**config.mk**
```make
export PLATFORM = sky130hd
export DESIGN_NAME = alu_rs_unit
export DESIGN_NICKNAME = d
export VERILOG_FILES = /design/src/rtl/alu_rs_unit.sv
export SDC_FILE = /design/constraint.sdc
export NUM_CORES = 2
export LEC_CHECK = 0
export ABC_AREA = 0
export CAP_MARGIN = 20
export CORE_UTILIZATION = 46
export CTS_CLUSTER_SIZE = 16
export DETAILED_ROUTE_END_ITERATION = 8
export PLACE_DENSITY_LB_ADDON = 0.15
export SLEW_MARGIN = 0
export SYNTH_ARGS = -nofsm -noshare
export SYNTH_HDL_FRONTEND = slang
export SYNTH_SLANG_ARGS = --single-unit
```
**constraint.sdc**
```tcl
create_clock -name clk -period 7.85 [get_ports clk]
set_clock_uncertainty 0.05 [all_clocks]
set_input_delay 1.57 -clock clk [delete_from_list [all_inputs] [get_ports clk]]
set_output_delay 1.57 -clock clk [all_outputs]
set_load 0.02 [all_outputs]
```
**src/rtl/alu_rs_unit.sv**
```systemverilog
// alu_rs_unit: DEPTH-entry reservation station with CDB wakeup feeding a registered integer ALU.
// Optional ALU_RS_FLUSH_EN adds flush/flush_tag to squash entries younger than flush_tag.
module alu_rs_unit #(
    parameter int WIDTH = 32,
    parameter int DEPTH = 8,
    parameter int TAG_W = 5
) (
    input  logic                         clk,
    input  logic                         rst_n,
    input  logic                         in_valid,
    output logic                         in_ready,
    input  logic [3:0]                   in_op,
    input  logic [TAG_W-1:0]             in_rob_tag,
    input  logic                         in_src1_rdy,
    input  logic                         in_src2_rdy,
    input  logic [WIDTH-1:0]             in_src1_val,
    input  logic [WIDTH-1:0]             in_src2_val,
    input  logic [TAG_W-1:0]             in_src1_tag,
    input  logic [TAG_W-1:0]             in_src2_tag,
    input  logic                         cdb_valid,
    input  logic [TAG_W-1:0]             cdb_tag,
    input  logic [WIDTH-1:0]             cdb_val,
    output logic                         out_valid,
    input  logic                         out_ready,
    output logic [TAG_W-1:0]             out_rob_tag,
    output logic [WIDTH-1:0]             out_result,
`ifdef ALU_RS_FLUSH_EN
    input  logic                         flush,
    input  logic [TAG_W-1:0]             flush_tag,
`endif
    output logic [$clog2(DEPTH+1)-1:0]   occupancy
);
    localparam int IW = $clog2(DEPTH);
    localparam int SW = $clog2(WIDTH);
    localparam int OW = $clog2(DEPTH + 1);

    logic [DEPTH-1:0] r_vld, r_r1, r_r2;
    logic [3:0]       r_op  [DEPTH];
    logic [TAG_W-1:0] r_tag [DEPTH];
    logic [TAG_W-1:0] r_t1  [DEPTH];
    logic [TAG_W-1:0] r_t2  [DEPTH];
    logic [WIDTH-1:0] r_v1  [DEPTH];
    logic [WIDTH-1:0] r_v2  [DEPTH];

    logic [DEPTH-1:0] w_rdy, w_kill;
    logic [IW-1:0]    w_free_idx, w_iss_idx;
    logic             w_alloc, w_issue, w_flush, w_kill_out, w_kill_new, w_c1, w_c2;
    logic [WIDTH-1:0] w_a, w_b, w_res;
    logic [SW-1:0]    w_sh;

`ifdef ALU_RS_FLUSH_EN
    // Younger means a nonzero forward distance within half the tag ring.
    function automatic logic f_young(input logic [TAG_W-1:0] t);
        logic [TAG_W-1:0] d;
        d = t - flush_tag;
        return flush && (d != '0) && !d[TAG_W-1];
    endfunction
    assign w_flush = flush;
`else
    assign w_flush = 1'b0;
`endif

    assign w_rdy     = r_vld & r_r1 & r_r2;
    assign in_ready  = (occupancy < OW'(DEPTH)) && !w_flush;
    assign w_alloc   = in_valid && in_ready;
    assign w_issue   = (!out_valid || out_ready) && (|w_rdy);
    assign w_c1      = cdb_valid && (cdb_tag == in_src1_tag);
    assign w_c2      = cdb_valid && (cdb_tag == in_src2_tag);
    assign w_a       = r_v1[w_iss_idx];
    assign w_b       = r_v2[w_iss_idx];
    assign w_sh      = w_b[SW-1:0];

    always_comb begin
        occupancy  = '0;
        w_free_idx = '0;
        w_iss_idx  = '0;
        for (int i = DEPTH - 1; i >= 0; i--) begin
            occupancy = occupancy + OW'(r_vld[i]);
            if (!r_vld[i]) w_free_idx = IW'(i);
            if (w_rdy[i]) w_iss_idx = IW'(i);
        end
    end

    always_comb begin
        w_kill     = '0;
        w_kill_out = 1'b0;
        w_kill_new = 1'b0;
`ifdef ALU_RS_FLUSH_EN
        for (int i = 0; i < DEPTH; i++) w_kill[i] = f_young(r_tag[i]);
        w_kill_out = f_young(out_rob_tag);
        w_kill_new = f_young(r_tag[w_iss_idx]);
`endif
    end

    always_comb begin
        w_res = '0;
        case (r_op[w_iss_idx])
            4'd0: w_res = w_a + w_b;
            4'd1: w_res = w_a - w_b;
            4'd2: w_res = w_a & w_b;
            4'd3: w_res = w_a | w_b;
            4'd4: w_res = w_a ^ w_b;
            4'd5: w_res = w_a << w_sh;
            4'd6: w_res = w_a >> w_sh;
            4'd7: w_res = $signed(w_a) >>> w_sh;
            4'd8: w_res = {{(WIDTH-1){1'b0}}, $signed(w_a) < $signed(w_b)};
            4'd9: w_res = {{(WIDTH-1){1'b0}}, w_a < w_b};
            default: w_res = '0;
        endcase
    end

    always_ff @(posedge clk) begin
        if (!rst_n) begin
            r_vld       <= '0;
            out_valid   <= 1'b0;
            out_result  <= '0;
            out_rob_tag <= '0;
        end else begin
            for (int i = 0; i < DEPTH; i++) begin
                if (cdb_valid && r_vld[i] && !r_r1[i] && cdb_tag == r_t1[i]) begin
                    r_r1[i] <= 1'b1;
                    r_v1[i] <= cdb_val;
                end
                if (cdb_valid && r_vld[i] && !r_r2[i] && cdb_tag == r_t2[i]) begin
                    r_r2[i] <= 1'b1;
                    r_v2[i] <= cdb_val;
                end
            end
            if (w_issue) r_vld[w_iss_idx] <= 1'b0;
            if (w_alloc) begin
                r_vld[w_free_idx] <= 1'b1;
                r_op[w_free_idx]  <= in_op;
                r_tag[w_free_idx] <= in_rob_tag;
                r_t1[w_free_idx]  <= in_src1_tag;
                r_t2[w_free_idx]  <= in_src2_tag;
                r_r1[w_free_idx]  <= in_src1_rdy || w_c1;
                r_r2[w_free_idx]  <= in_src2_rdy || w_c2;
                r_v1[w_free_idx]  <= in_src1_rdy ? in_src1_val : cdb_val;
                r_v2[w_free_idx]  <= in_src2_rdy ? in_src2_val : cdb_val;
            end
            for (int i = 0; i < DEPTH; i++) if (w_kill[i]) r_vld[i] <= 1'b0;
            if (w_issue && !w_kill_new) begin
                out_valid   <= 1'b1;
                out_result  <= w_res;
                out_rob_tag <= r_tag[w_iss_idx];
            end else if (w_issue || out_ready || w_kill_out) begin
                out_valid <= 1'b0;
            end
        end
    end
endmodule

```
## Word-level counts from Yosys, hierarchy flattened

Memory sizes are Yosys's and may differ from the RTL's. A register that Yosys moved wholly into a read port is not among the register bits.
Cells that the tools add are included.

| word-level totals | value |
|---|---|
| register bits | 57 |
| bits in writable memories | 664 |
| memories | 6 |
| word-level logic and storage cells | 251 |

| operators by class | value |
|---|---|
| shift operators | 3 |
| $lt $le $gt $ge | 7 |
| $add $sub $neg | 9 |
| reductions and logical operators | 71 |
| mux-type cells | 115 |
| equality and inequality tests | 27 |
| bitwise gates (word level) | 8 |

Memory list:

| memory | depth | width | read ports | clocked after Yosys merged registers in | wr ports | line | text |
|---|---|---|---|---|---|---|---|
| r_v1 | 8 | 32 | 1 | 0 | 9 | 42 | `logic [WIDTH-1:0] r_v1 [DEPTH];` |
| r_v2 | 8 | 32 | 1 | 0 | 9 | 43 | `logic [WIDTH-1:0] r_v2 [DEPTH];` |
| r_t1 | 8 | 5 | 8 | 0 | 1 | 40 | `logic [TAG_W-1:0] r_t1 [DEPTH];` |
| r_t2 | 8 | 5 | 8 | 0 | 1 | 41 | `logic [TAG_W-1:0] r_t2 [DEPTH];` |
| r_tag | 8 | 5 | 1 | 1 | 1 | 39 | `logic [TAG_W-1:0] r_tag [DEPTH];` |
| r_op | 8 | 4 | 1 | 0 | 1 | 38 | `logic [3:0] r_op [DEPTH];` |

Operators with widths:

| operator | count |
|---|---|
| $pmux W32 S10 | 1 |
| $eq A5 B5 Y1 | 18 |
| $mux W1 | 87 |
| $lt A32 B32 Y1 | 2 |
| $mux W32 | 2 |
| $mux W3 | 16 |
| $logic_and A1 B1 Y1 | 46 |
| $mux W8 | 5 |
| $add A32 B32 Y32 | 1 |
| $and A32 B32 Y32 | 1 |
| $or A32 B32 Y32 | 1 |
| $shl A32 B5 Y32 | 1 |
| $shr A32 B5 Y32 | 1 |
| $sshr A32 B5 Y32 | 1 |
| $sub A32 B32 Y32 | 1 |
| $xor A32 B32 Y32 | 1 |
| $and A8 B8 Y8 | 3 |
| $logic_not A1 Y1 | 18 |
| $add A4 B1 Y4 | 4 |
| $bwmux W8 | 2 |
| $eq A4 B3 Y1 const B | 4 |
| $eq A4 B2 Y1 const B | 2 |
| $eq A4 B4 Y1 const B | 2 |
| $lt A3 B4 Y1 const B | 2 |
| other kinds (13) | 18 |

## Depth between registers and ports, before layout

| logic depth | value |
|---|---|
| depth after elaboration | 20 |
| depth in mapped cells | 28 |
| gate-level depth less buffers | 21 |

## Worst setup path before layout

OpenSTA, ideal clock, no wires.

| timing | value |
|---|---|
| path kind | reg2reg |
| from | register r_r2[0] |
| to | register out_result[31] |
| required time | 7.741 ns |
| period minus slack after synthesis | 5.948 ns |
| path buffers | 7 |
| setup slack | 1.902 ns |
| cell stages (with the launch flop) | 27 |
| data arrival time | 5.839 ns |
| path through | edfxtp_1 and3_4 or4_4 nand2_2 buf_6 buf_6 buf_4 buf_4 clkbuf_1 clkbuf_1 nand2_1 a32o_1 a211oi_1 ha_1 clkbuf_1 inv_1 o31ai_1 nand4_1 a21boi_0 a311o_1 a41oi_1 o21ai_0 a21o_1 a21oi_1 or4b_2 a21oi_1 o31a_1 |

| between the ends | value |
|---|---|
| cells in the longest elaborated chain, start to end | 5 |
| elaborated cells between the ends (all ways) | 26 |
| classes of those cells | add/sub: 2; eq/ne: 9; shift: 3; mux: 2; bitwise: 4; reduce/logical: 3; memory: 3 |

RTL lines:

| what | line | text |
|---|---|---|
| start: declaration | 37 | `logic [DEPTH-1:0] r_vld, r_r1, r_r2;` |
| start signal: indexed assignment | 137 | `r_r2[w_free_idx] <= in_src2_rdy \|\| w_c2;` |
| $and A8 B8 Y8 (*) | 63 | `assign w_rdy = r_vld & r_r1 & r_r2;` |
| $mux W3 | 80 | `if (w_rdy[i]) w_iss_idx = IW'(i);` |
| $mem_v2 Z8 W32, or another cell as far along | - |  |
| $sub A32 B32 Y32, or another cell as far along | 99 | `4'd1: w_res = w_a - w_b;` |
| $pmux W32 S10 | 97 | `case (r_op[w_iss_idx])` |
| end signal: assignment | 144 | `out_result <= w_res;` |
| end: declaration | 26 | `output logic [WIDTH-1:0] out_result,` |

Mark *: on every way between the ends. The rest lies on a longest branch, timed or not.
A chain may end at the register's enable or synchronous reset.

## Final worst setup path

| timing | value |
|---|---|
| from | register r_vld[5] |
| to | register out_result[29] |

| between the ends | value |
|---|---|
| cells in the longest elaborated chain, start to end | 11 |
| elaborated cells between the ends (all ways) | 32 |
| classes of those cells | add/sub: 2; eq/ne: 9; shift: 3; mux: 7; bitwise: 5; reduce/logical: 3; memory: 3 |

RTL lines:

| what | line | text |
|---|---|---|
| start: declaration | 37 |  |
| start signal: assignment | 114 | `r_vld <= '0;` |
| start signal: indexed assignment | 129 | `if (w_issue) r_vld[w_iss_idx] <= 1'b0;` |
| start signal: indexed assignment | 131 | `r_vld[w_free_idx] <= 1'b1;` |
| $and A8 B8 Y8 (*) (2 in a row) | 63 |  |
| $mux W3 (6 in a row) | 80 |  |
| $mem_v2 Z8 W32, or another cell as far along | - |  |
| $sub A32 B32 Y32, or another cell as far along | 99 |  |
| $pmux W32 S10 | 97 |  |

Marks and branches as above.

==> impl_metrics.yaml <==
worst_setup_path:
  worstPathArrival_ns: 7.78
  rrSetupSlack_ns: 0.57
  crit_top_cell: "a21oi_1"
  end_kind: "flop"
  cp_num_buf_inv: 1
  crit_path_top_delay_cell: "a41oi_1"
  path_class: "flop to flop"
  crit_chain: "and3_1 -> a21oi_1 -> or4_4 -> nand2_8 -> buf_4 -> nand2_1 -> a32o_1 -> a211oi_1 -> ha_1 -> o21a_1 -> a311oi_1 -> a21oi_1 -> a311o_1 -> a41oi_1 -> o21ai_0 -> a21o_1 -> a21oi_1 -> xnor2_1 -> nor2_1 -> o41a_1"
  crit_family: "compound AO/OA/AOI/OAI gates"
  max_stage_delay_ns: 0.71
  cp-start-kind: "flop"
  crit_required_ns: 8.35
  path_max_fanout: 29
power_and_ir_drop:
  p_clk_share_pct: 38.6
  seq_power_share_pct: 44.9
  p_switching_mw: 2.72
  p_int_mw: 6.90
  power_frac_comb_pct: 16.5
  finalPower_mw: 9.62
  ir_drop_mv: 0.169
  p_leak_nw: 16.9
  power.share.switching_pct: 28.2
  powerDensity_mw_per_mm2: 201
die:
  ios: 170
  die_h_um: 305
  core.rowCount: 110
  fp.dieArea_mm2: 0.0928
  die_width_um: 305
  core_region_area_mm2: 0.0904
  initial_core_util_pct: 46.6
timing:
  rsz0062_at_grt: "false"
  setup_viol: 0
  fin_crit_sh_pct: 92.7
  slew_viol_final: 0
  hold_viol: 0
  min_period_ns: 7.28
  slew_headroom_pct: 19.5
  finalWorstSetupSlack_ns: 0.570
  max_freq_mhz: 137
  tightest_slew_ns: 1.20
  whs_ns: 0.410
  setup_tns_ns: 0
clock_network:
  cts-root-buf: "clkbuf_16"
  clock_latency_ns: 0.66
  cts_sinks: 726
  postCtsHoldBufs: 0
  cts-resized-gates: 0
  cts_setup_buffers: 0
  cts.clk_slew.worst_paths_ns: 0.07
  cts_made_buffers: 80
  cts_tree: "done"
  h-tree-depth: 3
  clockBufferDepth: 3
global_route:
  grt_overflow_total: 0
  grt_pass1_vias: 33300
  grt_max_degree: 116
  grt_pass1_wl_um: 229000
  antenna_found_initial: 1
  grt.total_usage_pct: 33.5
logic_synthesis:
  ys_top_cells_by_count: "edfxtp_1, a21oi_1, nor2_1, nand2_1, mux2i_1"
  yosys.area_share.simple_pct: 11.6
  synth_area_leaders: "edfxtp_1, a21oi_1, mux2i_1"
  synthAdderAreaFrac_pct: 3.31
  seq_area_frac_synth_pct: 50.6
  synth_compound_area_share_pct: 19.8
  synthMuxAreaShare_pct: 7.90
  synthesis.area_mm2: 0.0421
  synth_area_per_cell_um2: 10.3
  synth-xor-area-share_pct: 2.14
  ys.flop_type: "edfxtp_1"
  synth_cells: 4090
  synth-seq-cells: 726
  synth_edf_count: 680
  ys_warn_count: 0
  yosysTopAreaCellShare_pct: 48.5
  yosysMostFrequentCell: "edfxtp_1"
  syn_nets: 4325
  synth_cell_types: 101
  yosys.area.top_type: "edfxtp_1"
  async_reset_ff_share_pct: 0
  synth_top_family_by_area: "compound AO/OA/AOI/OAI gates"
layout:
  multiInputGateArea_mm2: 0.0192
  layout-drive-gt1-share_pct: 9.96
  nFillCells: 7994
  seq_area_mm2: 0.0213
  final_nets: 4376
  area_delta_synth_final_pct: 13.5
placement:
  dp.final_hpwl_um: 109000
  dp_slack_ns: 0.805
  finalWeightedCongestion: 1.00
  port_buffers: 169
drt:
  drc: 0
  dr.pass1.iters: 8
  routed_wl_um: 159000
  ant_nets: 0
  drtIter0Drc: 4481
  viasPerCell: 6.58
  via_count: 35400
  routedWlPerCell_um: 29.5
flow_run:
  max-cap-violations: 0
run_status:
  status: "finished clean"
worst_hold_path:
  hold_class: "flop to flop"
==> worst reg2reg max path: cells and delay by family (launching register included) <==
| family | cells | cell delay (ns) |
|---|---|---|
| simple gates | 5 | 1.36 |
| buf+inv | 1 | 0.34 |
| xor+xnor | 1 | 0.17 |
| flops | 1 | 0.44 |
| fa+ha+maj | 1 | 0.43 |
| compound gates | 12 | 4.39 |
==> registers in the layout, indices dropped and copies added (netlist names) <==
name,flops
r_r2,8
r_v2,256
r_vld,8
out_result,32
r_t2,40
r_r1,8
r_t1,40
r_op,32
r_v1,256
out_rob_tag,5
out_valid,1
r_tag,40
==> cell families after synthesis <==
logic type | count (synthesis)
AND/OR/NAND/NOR | 1067
multiplexers | 312
adder cells (fa/ha/maj) | 108
buffers and inverters | 442
flip-flops | 726
XOR/XNOR | 103
AO/OA/AOI/OAI | 1332
==> metal layers <==
metal	global-route usage, %	vias up	part of all wire, %
met5	0	-	0.0069
met4	14.2	2	4.3
met3	6.06	341	10
met2	52.5	2224	45
met1	45.5	17200	40
li1	-	15600	-
==> stage by stage <==
| step | util (%) | instances | area (um^2) |
|---|---|---|---|
| global route | 52.9 | 5384 | 47800 |
| finish | 52.9 | 5385 | 47800 |
| floorplan | - | 4090 | 42100 |
| global placement | 50.0 | 5232 | 45200 |
| detailed placement | 50.1 | 5234 | 45300 |
| CTS | 52.9 | 5383 | 47800 |
==> final timing paths <==
kind / start / endpoint / cells after the start
max: r_vld[5] / out_result[29] / 20
min reg2reg: out_rob_tag[0] / out_rob_tag[0] / 2
min: out_rob_tag[0] / out_rob_tag[0] / 2
max reg2reg: r_vld[5] / out_result[29] / 20
==> area by class of cell <==
type                       instances  area share, %
sequential                       726           44.6
multi-input combinational       2922           40.1
timing repair buffer             310           6.07
clock buffer                      98           4.41
tap                             1176           3.08
clock inverter                    51          0.884
inverter                         101          0.800
antenna                            1        0.00523
==> cells in the final DEF, fill, tap and decap left out, drive strengths merged, types with 46 or more instances in the layout <==
cell           count
a211oi           143
a21oi            662
and3             111
buf              143
clkbuf            98
clkdlybuf4s50    167
dfxtp             46
edfxtp           680
ha               102
inv              103
mux2              55
mux2i            246
nand2            287
nand3             64
nor2             430
nor3              50
o21ai            129
o22ai             82
xnor2             77
==> power groups by stage <==
| stage | clock (mW) | sequential (mW) | combinational, mW |
|---|---|---|---|
| final | 3.72 | 4.32 | 1.59 |
| after global routing | 3.88 | 4.32 | 1.68 |
| after CTS | 3.73 | 4.32 | 1.54 |
| after detailed placement | 0 | 4.40 | 1.53 |
| after global placement | 0 | 4.40 | 1.54 |
| after floorplan | 0 | 4.40 | 0.958 |
Note: power is estimated with default switching activity, not from simulation.
